$ cat config.mk
export PLATFORM = sky130hd
export DESIGN_NAME = pong_game_ctrl_flat
export DESIGN_NICKNAME = d
export VERILOG_FILES = /design/src/rtl/pong_game_ctrl_if.sv /design/src/rtl/pong_game_ctrl.sv /design/src/flat_wrapper.sv
export SDC_FILE = /design/constraint.sdc
export NUM_CORES = 1
export LEC_CHECK = 0
export ABC_AREA = 1
export CAP_MARGIN = 20
export CORE_MARGIN = 2
export CORE_UTILIZATION = 29
export CTS_CLUSTER_DIAMETER = 120
export DETAILED_ROUTE_END_ITERATION = 12
export PLACE_DENSITY_LB_ADDON = 0.25
export RECOVER_POWER = 50
export SYNTH_ARGS = -nofsm -noshare
export SYNTH_HDL_FRONTEND = slang
export SYNTH_SLANG_ARGS = --single-unit
export TNS_END_PERCENT = 1
$ cat constraint.sdc
create_clock -name vga_clk -period 2.8 [get_ports vga_clk]
set_input_delay 0.56 -clock vga_clk [delete_from_list [all_inputs] [get_ports vga_clk]]
set_output_delay 0.56 -clock vga_clk [all_outputs]
set_load 0.02 [all_outputs]
$ cat src/rtl/pong_game_ctrl_if.sv
// Signal bundle between the Pong game sequencer and its frame/button/ball neighbours.
// Optional pause signals exist only when PONG_PAUSE_EN is defined.
interface pong_game_ctrl_if;
    logic       frame_tick;
    logic       start_btn;
    logic       miss_l;
    logic       miss_r;
    logic       game_over;
    logic       ball_run;
    logic       serve_pulse;
    logic       serve_dir;
    logic [3:0] score_l;
    logic [3:0] score_r;
    logic       winner;
`ifdef PONG_PAUSE_EN
    logic       pause_btn;
    logic       paused;

    modport master (
        output frame_tick, start_btn, miss_l, miss_r, pause_btn,
        input  game_over, ball_run, serve_pulse, serve_dir,
               score_l, score_r, winner, paused
    );
    modport slave (
        input  frame_tick, start_btn, miss_l, miss_r, pause_btn,
        output game_over, ball_run, serve_pulse, serve_dir,
               score_l, score_r, winner, paused
    );
`else
    modport master (
        output frame_tick, start_btn, miss_l, miss_r,
        input  game_over, ball_run, serve_pulse, serve_dir,
               score_l, score_r, winner
    );
    modport slave (
        input  frame_tick, start_btn, miss_l, miss_r,
        output game_over, ball_run, serve_pulse, serve_dir,
               score_l, score_r, winner
    );
`endif
endinterface

$ cat src/rtl/pong_game_ctrl.sv
// Pong game sequencer: idle/serve/play/point/game-over phases, scores and serve control.
// Define PONG_PAUSE_EN to add the pause button and paused output.
module pong_game_ctrl #(
    parameter int WIN_SCORE    = 5,
    parameter int SERVE_FRAMES = 60,
    parameter int OVER_FRAMES  = 180
) (
    input  logic             vga_clk,
    input  logic             sys_rst,
    pong_game_ctrl_if.slave  bus
);

    typedef enum logic [2:0] {
        S_IDLE,
        S_SERVE,
        S_PLAY,
        S_POINT,
        S_GAME_OVER
    } state_t;

    localparam logic [3:0] WIN_LIM   = 4'(WIN_SCORE);
    localparam logic [9:0] SERVE_LIM = 10'(SERVE_FRAMES);
    localparam logic [9:0] OVER_LIM  = 10'(OVER_FRAMES);

    state_t     state_q;
    logic       start_q;
    logic [9:0] cnt_q;
    logic       game_over_q;
    logic       ball_run_q;
    logic       serve_pulse_q;
    logic       serve_dir_q;
    logic [3:0] score_l_q;
    logic [3:0] score_r_q;
    logic       winner_q;

    logic       start_rise;
    logic [9:0] cnt_d;
    logic       hold;

    assign start_rise = bus.start_btn & ~start_q;
    assign cnt_d      = cnt_q + 10'd1;

`ifdef PONG_PAUSE_EN
    logic pause_q;
    logic paused_q;
    logic pause_hit;

    // A pause edge only means something while a rally is being served or played.
    assign pause_hit = bus.pause_btn & ~pause_q &
                       ((state_q == S_SERVE) || (state_q == S_PLAY));
    assign hold      = paused_q | pause_hit;

    always_ff @(posedge vga_clk or posedge sys_rst) begin
        if (sys_rst) begin
            pause_q  <= 1'b0;
            paused_q <= 1'b0;
        end else begin
            pause_q <= bus.pause_btn;
            if (pause_hit) begin
                paused_q <= ~paused_q;
            end
        end
    end

    assign bus.paused = paused_q;
`else
    assign hold = 1'b0;
`endif

    // Outputs follow the state they describe, so each lags its cause by one cycle.
    always_ff @(posedge vga_clk or posedge sys_rst) begin
        if (sys_rst) begin
            state_q       <= S_IDLE;
            start_q       <= 1'b0;
            cnt_q         <= 10'd0;
            game_over_q   <= 1'b0;
            ball_run_q    <= 1'b0;
            serve_pulse_q <= 1'b0;
            serve_dir_q   <= 1'b0;
            score_l_q     <= 4'd0;
            score_r_q     <= 4'd0;
            winner_q      <= 1'b0;
        end else begin
            start_q       <= bus.start_btn;
            serve_pulse_q <= 1'b0;
            game_over_q   <= (state_q == S_GAME_OVER);
            ball_run_q    <= (state_q == S_PLAY) && !hold;

            case (state_q)
                S_IDLE: begin
                    if (start_rise) begin
                        score_l_q   <= 4'd0;
                        score_r_q   <= 4'd0;
                        serve_dir_q <= 1'b1;
                        cnt_q       <= 10'd0;
                        state_q     <= S_SERVE;
                    end
                end

                S_SERVE: begin
                    if (bus.frame_tick && !hold) begin
                        if (cnt_d == SERVE_LIM) begin
                            serve_pulse_q <= 1'b1;
                            cnt_q         <= 10'd0;
                            state_q       <= S_PLAY;
                        end else begin
                            cnt_q <= cnt_d;
                        end
                    end
                end

                // The serve goes toward the side that just lost the point.
                S_PLAY: begin
                    if (!hold) begin
                        case ({bus.miss_l, bus.miss_r})
                            2'b10: begin
                                score_r_q   <= score_r_q + 4'd1;
                                serve_dir_q <= 1'b0;
                                state_q     <= S_POINT;
                            end
                            2'b01: begin
                                score_l_q   <= score_l_q + 4'd1;
                                serve_dir_q <= 1'b1;
                                state_q     <= S_POINT;
                            end
                            2'b11: begin
                                state_q <= S_POINT;
                            end
                            default: begin
                                state_q <= S_PLAY;
                            end
                        endcase
                    end
                end

                S_POINT: begin
                    cnt_q <= 10'd0;
                    if (score_l_q == WIN_LIM) begin
                        winner_q <= 1'b0;
                        state_q  <= S_GAME_OVER;
                    end else if (score_r_q == WIN_LIM) begin
                        winner_q <= 1'b1;
                        state_q  <= S_GAME_OVER;
                    end else begin
                        state_q <= S_SERVE;
                    end
                end

                S_GAME_OVER: begin
                    if (start_rise || (bus.frame_tick && (cnt_d == OVER_LIM))) begin
                        cnt_q   <= 10'd0;
                        state_q <= S_IDLE;
                    end else if (bus.frame_tick) begin
                        cnt_q <= cnt_d;
                    end
                end

                default: begin
                    state_q <= S_IDLE;
                end
            endcase
        end
    end

    assign bus.game_over   = game_over_q;
    assign bus.ball_run    = ball_run_q;
    assign bus.serve_pulse = serve_pulse_q;
    assign bus.serve_dir   = serve_dir_q;
    assign bus.score_l     = score_l_q;
    assign bus.score_r     = score_r_q;
    assign bus.winner      = winner_q;

endmodule

$ cat src/flat_wrapper.sv
// flat-port wrapper written by rule: the top's interface ports become plain ports
module pong_game_ctrl_flat 
#(
    parameter int WIN_SCORE    = 5,
    parameter int SERVE_FRAMES = 60,
    parameter int OVER_FRAMES  = 180
)
  (vga_clk, sys_rst, bus_frame_tick, bus_start_btn, bus_miss_l, bus_miss_r, bus_game_over, bus_ball_run, bus_serve_pulse, bus_serve_dir, bus_score_l, bus_score_r, bus_winner);
  pong_game_ctrl_if bus_i ();
  input  logic vga_clk;
  input  logic sys_rst;
  input wire logic [$bits(bus_i.frame_tick)-1:0] bus_frame_tick;
  input wire logic [$bits(bus_i.start_btn)-1:0] bus_start_btn;
  input wire logic [$bits(bus_i.miss_l)-1:0] bus_miss_l;
  input wire logic [$bits(bus_i.miss_r)-1:0] bus_miss_r;
  output wire logic [$bits(bus_i.game_over)-1:0] bus_game_over;
  output wire logic [$bits(bus_i.ball_run)-1:0] bus_ball_run;
  output wire logic [$bits(bus_i.serve_pulse)-1:0] bus_serve_pulse;
  output wire logic [$bits(bus_i.serve_dir)-1:0] bus_serve_dir;
  output wire logic [$bits(bus_i.score_l)-1:0] bus_score_l;
  output wire logic [$bits(bus_i.score_r)-1:0] bus_score_r;
  output wire logic [$bits(bus_i.winner)-1:0] bus_winner;
  assign bus_i.frame_tick = bus_frame_tick;
  assign bus_i.start_btn = bus_start_btn;
  assign bus_i.miss_l = bus_miss_l;
  assign bus_i.miss_r = bus_miss_r;
  assign bus_game_over = bus_i.game_over;
  assign bus_ball_run = bus_i.ball_run;
  assign bus_serve_pulse = bus_i.serve_pulse;
  assign bus_serve_dir = bus_i.serve_dir;
  assign bus_score_l = bus_i.score_l;
  assign bus_score_r = bus_i.score_r;
  assign bus_winner = bus_i.winner;
  pong_game_ctrl #(.WIN_SCORE(WIN_SCORE), .SERVE_FRAMES(SERVE_FRAMES), .OVER_FRAMES(OVER_FRAMES)) u_core (.vga_clk(vga_clk), .sys_rst(sys_rst), .bus(bus_i));
endmodule
==> run summary <==
Status -> finished, final reports clean
Number of global-route vias before repair -> 1430
Ant. Diodes -> 0
CP Capture Type -> flip-flop
Worst-Margin Slew -> 1.46 ns
CP dominant cell by count -> nand2_1
Top FF cell, synth -> dfrtp_1
Post-synth ARST share -> 100%
Drt total wl -> 3580 um
Clock sink total -> 27
First-pass GRT wire length -> 6240 um
Largest net degree at the start of global routing -> 28
Syn Inst Count -> 232
DIE WIDTH -> 80.3 um
Clock Tree Root -> clkbuf_8
Area grow syn2layout -> 18.6%
Post-synth EDFFs -> 0
CTS tree -> done
GRT Overall Usage -> 12.1%
Number of cell rows -> 27
Maximum vdd drop -> 252 uV
Relative slew slack -> 2.84%
Required time of the worst setup path -> 2.97 ns
CORE AREA -> 5570 um^2
Via count -> 1467
Sequential-to-total area share from yosys stat -> 40.1%
Pre-CTS setup slack -> 0.467 ns
Number of setup buffers added after CTS -> 0
MaxCap Viol Count -> 0
Tmin final -> 2.08 ns
Worst path depth -> 10
Total power draw -> 1210 uW
GP Congestion -> 0.744
CTS clk-pin slew, worst paths -> 0.10 ns
Ports -> 19
NumNets Final -> 271
CP peak stage delay -> 0.54 ns
Layout cells sized above 1 -> 7.06%
Initial cell density of the core -> 30.3%
Most frequent cell after synthesis -> nand2_1
HPWL after detailed placement -> 2750 um
Count of different cell masters after synthesis -> 28
CP max FO -> 10
Mapped cell area -> 1690 um^2
Post_cts resized -> 0
Share of the synthesized area in the top cell type -> 40.1%
Port-buffer cells -> 18
Num CTS Buffers -> 3
Worst Skew -> 0.00931 ns
Hold path cells -> 2
Final Instance Count excl. Fillers -> 327
RSZ-0062 raised after global routing -> false
Cell taking the most area after synthesis -> dfrtp_1
Avg Synthesized Cell Area -> 7.27 um^2
Crit-path leading delay family -> buffers and inverters
LEAKAGE -> 0.000954 uW
Endpoints failing hold -> 0
Antenna violations before repair -> 0
Crit-path cells -> dlygate4sd3_1 -> inv_1 -> nor2_1 -> inv_1 -> nand2_1 -> o21ai_1 -> nor3_1 -> clkinv_1 -> nand2_1 -> nand2_1
CP startpoint kind -> input port
Worst-Skew Late Latency -> 0.28 ns
CP bufs+invs -> 4
Slowest library cell on the worst path -> dlygate4sd3_1
Sequential standard cell area -> 676 um^2
Reg2Reg Depth -> 12
CTS Hold Bufs -> 0
Starting DRT DRC Count -> 99
Routed wire per std cell -> 11.0 um
Drt drc -> 0
Yosys Warn Count -> 0
Most frequent cells after synthesis -> 64 x nand2_1, 35 x inv_1, 30 x nor2_1, 27 x dfrtp_1, 22 x nand3_1
Number of vias per cell -> 4.49
Hold WS -> 0.505 ns
First-pass iteration count of the detailed router -> 4
Multi-input gate area -> 860 um^2
Final slew viol count -> 0
Maximum root-to-sink buffer count -> 2
Fillers -> 611
Max Clk Rate -> 0.480 GHz
Tcrit/Tclk final -> 74.4%
Setup ws final -> 0.717 ns
DIE AREA -> 6440 um^2
Post-synthesis register bit count -> 27
P per Cell Area -> 606 nW/um^2
Setup TNS -> 0 ns
Worst EP arrival -> 2.25 ns
Final antenna-violating net count -> 0
Ranking of synthesized cells by area -> dfrtp_1 40%, nand2_1 14%, inv_1 7.8%
Worst Hold Class -> flip-flop to flip-flop
Total grt overflow -> 0
WS Path Type -> input port to flip-flop
Syn Nets -> 247
H-tree depth -> 1
DP Cell Count -> 323
Setup violations, final -> 0
Die height -> 80.3 um
## metal layers
layer  GRT usage (%)  part of all wire [%]  wire length (um)
met1            15.8                    50              1800
met2            20.3                    45              1630
met3            2.13                   3.0               108
met4            3.56                   1.3                48
met5               0                     0                 0
## sequential cells by signal, indices dropped and copies added, names as in the netlist
signal                  cells
u_core.cnt_q               10
u_core.bus.score_l          4
u_core.bus.score_r          4
u_core.state_q              3
u_core.bus.ball_run         1
u_core.bus.game_over        1
u_core.bus.serve_dir        1
u_core.bus.serve_pulse      1
u_core.bus.winner           1
u_core.start_q              1
## logic make-up after synthesis
group / Yosys count / synth area share (%)
AO/OA/AOI/OAI: 17 / 6.01
flip-flops: 27 / 40.1
multiplexers: 1 / 0.668
adder cells (fa/ha/maj): 9 / 6.68
buffers and inverters: 38 / 8.53
XOR/XNOR: 3 / 1.56
AND/OR/NAND/NOR: 137 / 36.5
## stage by stage
stage,cell area (um^2),utilization [%]
final,2000,35.9
after detailed placement,1970,35.3
after global placement,1970,35.3
after floorplan,1690,-
after global routing,2000,35.9
after CTS,2010,36.1
## cell type report
cell class,instances,share of cell area (%)
clock buffer,4,2.25
inverter,37,6.94
multi-input combinational,167,43.0
sequential,27,33.8
tap,72,4.50
timing repair buffer,20,9.57
## path summary, 6_finish.rpt
path                            startpoint                end  slack, ns
setup / recovery             bus_start_btn    u_core.cnt_q[1]       0.72
hold reg to reg            u_core.cnt_q[9]    u_core.cnt_q[9]       0.51
min in group asynchronous          sys_rst  u_core.state_q[2]       1.22
max in group asynchronous          sys_rst    u_core.cnt_q[3]       0.73
setup reg to reg           u_core.cnt_q[0]    u_core.cnt_q[1]       0.88
hold / removal             u_core.cnt_q[9]    u_core.cnt_q[9]       0.51
## where the power goes
| group | internal, uW | switching, uW | total, uW | leakage, uW |
|---|---|---|---|---|
| clock network | 102 | 125 | 227 | 0.0000228 |
| logic | 173 | 326 | 499 | 0.000566 |
| registers | 437 | 49.4 | 486 | 0.000366 |
| total | 712 | 500 | 1210 | 0.000954 |
## placed cells by master (no fill, tap or decap), drive strengths merged, types with 2 or more instances in the layout
cell type,count
o21ai,7
ha,9
inv,35
clkinv,2
nor2,36
clkdlybuf4s50,16
nand4,4
dlygate4sd3,2
nand2,68
nand3,24
nor3,3
dfrtp,27
nand3b,2
a21oi,6
xnor2,2
clkbuf,5
## tightest hold or removal path: stages, from the launching register on
cell,delay [ns]
dfrtp_1,0.37
nand2_1,0.06
nand2_1,0.05
(Power assumes the default switching activity.)
